## src/rtl/lock_key_byte_loader.sv

```systemverilog
// lock_key_byte_loader
// Provisioning end of an XOR key-locking interface. A secret key arrives as a
// byte stream (MSB byte first) over a valid/ready handshake, followed by one
// checksum byte. The frame is accepted when the XOR of all bytes is zero.
// The key bus feeding the locked datapath holds KEY_DEFAULT until a verified
// key is present. key_o never shows a partially assembled key.
//
// Ports
//   clk        in   1      clock, rising edge
//   rst_n      in   1      asynchronous active-low reset
//   in_data    in   8      key/checksum byte
//   in_valid   in   1      in_data valid
//   in_ready   out  1      loader accepts a byte (xfer = in_valid & in_ready)
//   clear_i    in   1      one-cycle pulse: leave ERROR, return to IDLE
//   key_o      out  KEY_W  key bus to the locked datapath's keyinput
//   key_valid  out  1      key_o holds a verified key
//   key_error  out  1      sticky checksum/timeout failure since last clear
//
// Build option
//   KEY_LOADER_RELOAD_EN : when defined, a verified key may be replaced by a
//   new frame while the old key stays on key_o. When undefined, the key is
//   write-once until reset.
module lock_key_byte_loader #(
  parameter int unsigned      KEY_W       = 64,
  parameter logic [KEY_W-1:0] KEY_DEFAULT = '0,
  parameter int unsigned      TIMEOUT_CYC = 255
) (
  input  logic             clk,
  input  logic             rst_n,
  input  logic [7:0]       in_data,
  input  logic             in_valid,
  output logic             in_ready,
  input  logic             clear_i,
  output logic [KEY_W-1:0] key_o,
  output logic             key_valid,
  output logic             key_error
);

  localparam int unsigned NB    = KEY_W / 8;
  localparam int unsigned CNT_W = $clog2(NB + 1);
  localparam int unsigned TMO_W = 16;

  // cnt value when the next byte is the checksum byte
  localparam logic [CNT_W-1:0] CNT_LAST = CNT_W'(NB);
  // timeout counter value at which a further idle cycle expires the frame
  localparam logic [TMO_W-1:0] TMO_LAST = TMO_W'(TIMEOUT_CYC - 1);

`ifdef KEY_LOADER_RELOAD_EN
  localparam logic DONE_READY = 1'b1;
`else
  localparam logic DONE_READY = 1'b0;
`endif

  typedef enum logic [2:0] {
    S_IDLE,
    S_LOAD,
    S_CHECK,
    S_DONE,
    S_ERROR
  } state_t;

  state_t           state;
  logic [KEY_W-1:0] shadow;
  logic [7:0]       chk;
  logic [CNT_W-1:0] cnt;
  logic [TMO_W-1:0] tmo;
  logic             xfer;

  assign xfer = in_valid & in_ready;

  // Loader FSM with registered handshake and key outputs
  always_ff @(posedge clk or negedge rst_n) begin
    if (!rst_n) begin
      state     <= S_IDLE;
      key_o     <= KEY_DEFAULT;
      key_valid <= 1'b0;
      key_error <= 1'b0;
      in_ready  <= 1'b1;
      shadow    <= '0;
      chk       <= 8'h00;
      cnt       <= '0;
      tmo       <= '0;
    end else begin
      case (state)
        // First key byte starts a fresh frame
        S_IDLE: begin
          if (xfer) begin
            shadow <= KEY_W'(in_data);
            chk    <= in_data;
            cnt    <= CNT_W'(1);
            tmo    <= '0;
            state  <= S_LOAD;
          end
        end

        // Key bytes are shifted in; the checksum byte only folds into chk
        S_LOAD: begin
          if (xfer) begin
            tmo <= '0;
            chk <= chk ^ in_data;
            if (cnt == CNT_LAST) begin
              in_ready <= 1'b0;
              state    <= S_CHECK;
            end else begin
              shadow <= (shadow << 8) | KEY_W'(in_data);
              cnt    <= cnt + CNT_W'(1);
            end
          end else if (tmo == TMO_LAST) begin
            key_error <= 1'b1;
            in_ready  <= 1'b0;
            state     <= S_ERROR;
          end else begin
            tmo <= tmo + TMO_W'(1);
          end
        end

        // Publish the assembled key atomically only if the frame checks out
        S_CHECK: begin
          if (chk == 8'h00) begin
            key_o     <= shadow;
            key_valid <= 1'b1;
            in_ready  <= DONE_READY;
            state     <= S_DONE;
          end else begin
            key_error <= 1'b1;
            state     <= S_ERROR;
          end
        end

        // Key held; a reload frame builds in shadow while key_o stays put
        S_DONE: begin
`ifdef KEY_LOADER_RELOAD_EN
          if (xfer) begin
            shadow <= KEY_W'(in_data);
            chk    <= in_data;
            cnt    <= CNT_W'(1);
            tmo    <= '0;
            state  <= S_LOAD;
          end
`endif
        end

        // Parked until software acknowledges the failure
        S_ERROR: begin
          if (clear_i) begin
            key_error <= 1'b0;
            in_ready  <= 1'b1;
            state     <= S_IDLE;
          end
        end

        default: begin
          in_ready <= 1'b1;
          state    <= S_IDLE;
        end
      endcase
    end
  end

endmodule
```

## config.mk

```make
export PLATFORM = sky130hd
export DESIGN_NAME = lock_key_byte_loader
export DESIGN_NICKNAME = d
export VERILOG_FILES = /design/src/rtl/lock_key_byte_loader.sv
export SDC_FILE = /design/constraint.sdc
export NUM_CORES = 1
export LEC_CHECK = 0
export BUFFER_PORTS_ARGS = -buffer_cell sky130_fd_sc_hd__buf_2
export CAP_MARGIN = 15
export CORE_UTILIZATION = 40
export DETAILED_ROUTE_END_ITERATION = 10
export GPL_TIMING_DRIVEN = 0
export MAX_ROUTING_LAYER = met4
export PLACE_DENSITY = 0.58
export SLEW_MARGIN = 0
export SYNTH_ARGS = -nofsm -noshare
export SYNTH_HDL_FRONTEND = slang
export SYNTH_SLANG_ARGS = --single-unit
```

## constraint.sdc

```tcl
create_clock -name clk -period 2.1 [get_ports clk]
set_input_delay 0.21 -clock clk [delete_from_list [all_inputs] [get_ports clk]]
set_output_delay 0.21 -clock clk [all_outputs]
set_load 0.02 [all_outputs]
```

[Word-level counts from Yosys, hierarchy flattened]
Cells that the tools add are included.
W data, S select, Z words.
Operators by class
  add/sub/neg operators: 2
  eq/ne operators: 17
  muxes and demuxes: 33
  bitwise gates (word level): 5
  reduce and logical (&&, ||, !) cells: 12
Operators by type and width (count)
  $mux W64: 3
  $pmux W64 S2: 1
  $or A64 B8 Y64: 1
  $mux W16: 3
  $pmux W16 S2: 1
  $mux W3: 6
  $add A16 B1 Y16 const B: 1
  $eq A16 B8 Y1 const B: 1
  $mux W8: 2
  $ne A2 B2 Y1 const B: 8
  $pmux W8 S2: 1
  $pmux W3 S5: 1
  $reduce_and A5 Y1: 3
  $mux W4: 3
  $mux W1: 9
  $ne A3 B3 Y1 const B: 3
  $logic_not A8 Y1: 1
  $pmux W4 S2: 1
  $xor A8 B8 Y8: 1
  $eq A3 B2 Y1 const B: 2
  $reduce_and A3 Y1: 2
  $add A4 B1 Y4 const B: 1
  $eq A4 B4 Y1 const B: 1
  $pmux W1 S4: 1
  11 further kinds: 12
Storage, ports and cells
  bits in registers: 162
  input port bits: 12
  logic and storage cells: 78

[Depth between registers and ports, before layout]
  depth after elaboration: 4
  depth in mapped cells: 8
  gate-level depth less buffers: 7

[Worst setup path before layout]
OpenSTA, ideal clock, no wires.
  kind: reg-to-reg
  start point: reg in_ready
  end point: reg shadow[0]
  arrival: 1784 ps
  data required time: 1975 ps
  path slack: 191 ps
  cell stages (with the launch flop): 6
  buffers on the path: 1
  clock period less this slack: 1909 ps
  cells stage by stage: dfstp_2 nand2_1 or4_1 nand2b_1 buf_4 mux2_2
Between the ends
  word-level cells in the longest chain between the ends: 3
  elaborated cells on any way between the ends: 4
Ends and longest elaborated chain
  start, declared: line 32  | output logic in_ready,
  start signal, assigned: line 78  | in_ready <= 1'b1;
  start signal, assigned: line 102  | in_ready <= 1'b0;
  start signal, assigned: line 110  | in_ready <= 1'b0;
  $and A1 B1 Y1 *: line 69  | assign xfer = in_valid & in_ready;
  $ne A2 B2 Y1 (no source line)
  $reduce_and A4 Y1 (no source line) *
  end signal, assigned: line 88  | shadow <= KEY_W'(in_data);
  end signal, assigned: line 105  | shadow <= (shadow << 8) | KEY_W'(in_data);
  end, declared: line 63  | logic [KEY_W-1:0] shadow;
Every way passes the cells marked *; elsewhere a longest branch is shown, timed or not.
A chain may end at the register's enable or synchronous reset.

[Worst setup path after layout]
  start point: reg cnt[0]
  end point: reg shadow[4]
Between the ends
  word-level cells in the longest chain between the ends: 3
Ends and longest elaborated chain
  start, declared: line 65  | logic [CNT_W-1:0] cnt;
  start signal, assigned: line 106  | cnt <= cnt + CNT_W'(1);
  $eq A4 B4 Y1: line 101  | if (cnt == CNT_LAST) begin
  $ne A2 B2 Y1 (no source line)
  $reduce_and A4 Y1 (no source line)
No other way between the ends.

==> flow_results.xml <==
<?xml version="1.0" encoding="UTF-8"?>
<metrics>
  <group name="critical_path">
    <metric name="crit_required" unit="ns">2.41</metric>
    <metric name="cp_common_cell" unit="">sky130_fd_sc_hd__buf_4</metric>
    <metric name="setup.worst_path.class" unit="">reg -&gt; reg</metric>
    <metric name="crit_path_max_incr_delay" unit="ns">0.40</metric>
    <metric name="cp_launch_type" unit="">flop</metric>
    <metric name="cp_cell_sequence" unit="">inv_1 -&gt; ha_1 -&gt; and3b_1 -&gt; nor3_4 -&gt; buf_4 -&gt; nand2b_1 -&gt; buf_4 -&gt; mux2_2</metric>
    <metric name="endpoint_kind" unit="">flop</metric>
    <metric name="timing.critical_path.arrival" unit="ns">2.32</metric>
    <metric name="crit_slowest_cell" unit="">sky130_fd_sc_hd__dfrtp_1</metric>
    <metric name="timing.critical_path.fanout_max" unit="">9</metric>
  </group>
  <group name="sta">
    <metric name="timing.final.setup_violations" unit="">0</metric>
    <metric name="max_slew.worst_pin.slew" unit="ns">0.695</metric>
    <metric name="final.setup.tns" unit="ns">0</metric>
    <metric name="layout_worst_path_cycle_share" unit="">0.959</metric>
    <metric name="fin_worst_skew" unit="ns">0.00986</metric>
    <metric name="finalHoldViolations" unit="">0</metric>
    <metric name="timing.slew.headroom" unit="">0.537</metric>
    <metric name="final-max-slew-violation-count" unit="">0</metric>
    <metric name="max_freq" unit="MHz">496</metric>
    <metric name="final_period_minus_worst_setup_slack" unit="ns">2.01</metric>
    <metric name="timing.hold.ws" unit="ns">0.0427</metric>
  </group>
  <group name="finish">
    <metric name="final_net_count" unit="">842</metric>
    <metric name="synthesis_to_layout_area_growth" unit="%">20.0</metric>
    <metric name="num-fill-cells" unit="">1560</metric>
    <metric name="final_std_cell_area_no_fill" unit="mm²">0.00800</metric>
    <metric name="post_route_cells_drive_above_1_share" unit="">0.195</metric>
    <metric name="layoutNonFillerInstCount" unit="">1054</metric>
    <metric name="antennaDiodeCount" unit="">0</metric>
  </group>
  <group name="yosys">
    <metric name="synthesis.area" unit="mm²">0.00666</metric>
    <metric name="synthesis.instances" unit="">725</metric>
    <metric name="ys_dominant_reg_cell" unit="">sky130_fd_sc_hd__dfrtp_1</metric>
    <metric name="synth.net_count" unit="">741</metric>
    <metric name="ys_ff_latch" unit="">162</metric>
    <metric name="synth_seq_area_share" unit="">0.609</metric>
    <metric name="ys.warnings.count" unit="">0</metric>
    <metric name="synthesis.area_per_instance" unit="µm²">9.19</metric>
    <metric name="ys_types" unit="">42</metric>
    <metric name="synth-edff-count" unit="">0</metric>
    <metric name="async_flop_share" unit="">1.00</metric>
  </group>
  <group name="placement">
    <metric name="place.detailed.instances" unit="">1020</metric>
    <metric name="count_of_input_and_output_buffers" unit="">78</metric>
    <metric name="place.detailed.hpwl" unit="µm">10500</metric>
    <metric name="gp_congestion" unit="">0.815</metric>
    <metric name="postPlaceCellArea" unit="mm²">0.00736</metric>
  </group>
  <group name="clock_tree">
    <metric name="cts-root-to-sink-buffers" unit="">2</metric>
    <metric name="insertion_delay" unit="ns">0.42</metric>
    <metric name="ctsRootBufferMaster" unit="">sky130_fd_sc_hd__clkbuf_16</metric>
    <metric name="cts-htree-levels" unit="">4</metric>
    <metric name="total_cts_buffers" unit="">17</metric>
    <metric name="worst_setup_hold_path_clk_slew" unit="ns">0.06</metric>
    <metric name="clkSinkCount" unit="">162</metric>
    <metric name="tritoncts_clock_tree" unit="">yes</metric>
  </group>
  <group name="floorplan">
    <metric name="top_level_port_count" unit="">79</metric>
    <metric name="rows" unit="">46</metric>
    <metric name="coreArea" unit="mm²">0.0161</metric>
    <metric name="die-height" unit="µm">131</metric>
    <metric name="floorplan.initialDensity" unit="">0.415</metric>
    <metric name="floorplan.die.width" unit="µm">131</metric>
    <metric name="fp.dieArea" unit="mm²">0.0172</metric>
  </group>
  <group name="worst_hold_path">
    <metric name="worst_hold_path_type" unit="">in -&gt; reg</metric>
  </group>
  <group name="route">
    <metric name="wl" unit="µm">15000</metric>
    <metric name="routed_wirelength_normalized_by_instance_count" unit="µm">14.2</metric>
    <metric name="first_pass_iters" unit="">5</metric>
    <metric name="drt_first_iter_violations" unit="">349</metric>
    <metric name="drt-vias-per-instance" unit="">4.91</metric>
    <metric name="drc_errors" unit="">0</metric>
    <metric name="ant_nets" unit="">0</metric>
    <metric name="vias" unit="">5171</metric>
  </group>
  <group name="grt">
    <metric name="grt.met2_usage" unit="">0.289</metric>
    <metric name="wire_length_of_the_first_global_routing_pass" unit="µm">24800</metric>
    <metric name="globalRouteTotalUtil" unit="">0.196</metric>
    <metric name="grt_remaining_overflow" unit="">0</metric>
    <metric name="globalRouteMet1Util" unit="">0.270</metric>
    <metric name="grt_antenna_before_repair" unit="">0</metric>
    <metric name="grt_pass1_vias" unit="">5002</metric>
    <metric name="grt-busiest-layer" unit="">met2</metric>
    <metric name="pin_count_of_the_biggest_net_entering_global_routing" unit="">87</metric>
    <metric name="gr_layer_usage_met3" unit="">0.0406</metric>
  </group>
  <group name="power_and_ir_drop">
    <metric name="pwr-share-clk" unit="">0.335</metric>
    <metric name="power.sequential.fraction" unit="">0.479</metric>
    <metric name="pwr_density_cell" unit="mW/mm²">1080</metric>
    <metric name="switching_share" unit="">0.305</metric>
    <metric name="pwr-share-comb" unit="">0.186</metric>
    <metric name="internal-power" unit="µW">6030</metric>
    <metric name="power.leakage" unit="µW">0.00410</metric>
    <metric name="power.ir.vdd_worst" unit="mV">0.626</metric>
    <metric name="switching_power" unit="µW">2640</metric>
  </group>
  <group name="outcome">
    <metric name="status" unit="">completed</metric>
  </group>
  <group name="flow_run">
    <metric name="max_cap_violations" unit="">0</metric>
  </group>
</metrics>
-- cell usage in the layout, fill, tap and decap left out, drive strengths merged, types with 3 or more instances in the layout --
cell | synthesis | final
inv | 8 | 8
nand3 | 5 | 5
mux2 | 9 | 9
nor3b | 4 | 4
nor2 | 15 | 15
nand2 | 334 | 334
dfrtp | 161 | 161
nand4 | 5 | 5
or3 | 6 | 6
ha | 4 | 4
o21ai | 65 | 65
clkbuf | 25 | 46
nand2b | 5 | 5
nor4 | 4 | 4
xnor2 | 8 | 8
xor2 | 9 | 9
clkinvlp | 0 | 5
a21oi | 10 | 10
nor3 | 9 | 9
clkinv | 0 | 3
buf | 16 | 98
-- synthesized netlist by cell type, types with 6 or more instances --
| cell type | number | share of area |
|---|---|---|
| sky130_fd_sc_hd__buf_2 | 10 | 0.0075 |
| sky130_fd_sc_hd__clkbuf_1 | 25 | 0.014 |
| sky130_fd_sc_hd__dfrtp_1 | 161 | 0.60 |
| sky130_fd_sc_hd__mux2_2 | 9 | 0.015 |
| sky130_fd_sc_hd__xnor2_1 | 8 | 0.011 |
| sky130_fd_sc_hd__nor2_1 | 14 | 0.0079 |
| sky130_fd_sc_hd__o21ai_0 | 65 | 0.049 |
| sky130_fd_sc_hd__xor2_1 | 9 | 0.012 |
| sky130_fd_sc_hd__or3_1 | 6 | 0.0056 |
| sky130_fd_sc_hd__a21oi_1 | 10 | 0.0075 |
| sky130_fd_sc_hd__nand2_1 | 334 | 0.19 |
| sky130_fd_sc_hd__nor3_1 | 8 | 0.0060 |
| sky130_fd_sc_hd__inv_1 | 8 | 0.0045 |
-- area by class of cell --
type / instances / area (µm²) / area share
buffer: 40 / 204 / 0.0255
sequential: 162 / 4060 / 0.507
clock buffer: 22 / 474 / 0.0593
clock inverter: 9 / 82.6 / 0.0103
multi-input combinational: 514 / 2430 / 0.303
timing repair buffer: 83 / 457 / 0.0571
tap: 216 / 270 / 0.0338
inverter: 8 / 30.0 / 0.00375
-- worst max-delay path: cells and delay by family, from the launching register on --
kind,cells,cell delay (ns)
fa+ha+maj,1,0.19
flops,1,0.40
simple gates,3,0.53
mux,1,0.35
buf+inv,3,0.42
-- flip-flops by register name, summed over array words and instances (netlist names) --
name / count
key_o: 64
state: 3
chk: 8
tmo: 16
in_ready: 1
cnt: 4
shadow: 64
key_error: 1
key_valid: 1
-- path summary, 6_finish.rpt --
kind	from	endpoint	slack [ns]	cells past startpoint
max in group asynchronous	rst_n	cnt[3]	0.83	3
min reg2reg	key_valid	key_valid	0.46	1
min	in_data[6]	shadow[6]	0.04	2
max	cnt[0]	shadow[4]	0.09	8
max reg2reg	cnt[0]	shadow[4]	0.09	8
min in group asynchronous	rst_n	key_o[57]	0.40	2
-- layer usage --
metal / vias to the layer above / routed length, µm
li1: 2530 / -
met1: 2512 / 7330
met2: 115 / 6890
met3: 14 / 567
met4: 0 / 185
met5: - / 0
-- power groups by stage --
stage | clock network [µW] | registers (µW) | logic (µW)
2_1_floorplan | 0 | 4040 | 1140
3_3_place_gp | 0 | 4170 | 1500
3_5_place_dp | 0 | 4190 | 1560
4_1_cts | 2970 | 4140 | 1580
5_1_grt | 3100 | 4220 | 1860
6_report | 2900 | 4160 | 1610
-- logic make-up after synthesis --
kind of cell	synth area share
flops	0.609
xor+xnor	0.0223
mux	0.0152
buf+inv	0.0312
simple gates	0.245
fa+ha+maj	0.00751
compound gates	0.0706
-- repair_timing --
action                     CTS  global route
setup endpoints to repair  119           125
gates resized for setup     10            31
pin swaps                    1             0
buffers inserted             2             1
hold buffers                 1             0
hold endpoints to repair    75             0
-- metrics by stage --
step	utilization	worst slack (ns)	power [µW]
after floorplan	-	0.191	5180
after CTS	0.495	0.00136	8690
after global routing	0.498	-0.00589	9180
after global placement	0.456	-1.55	5660
after detailed placement	0.458	-0.247	5750
final	0.498	0.0853	8670
Note: power is estimated with default switching activity, not from simulation.
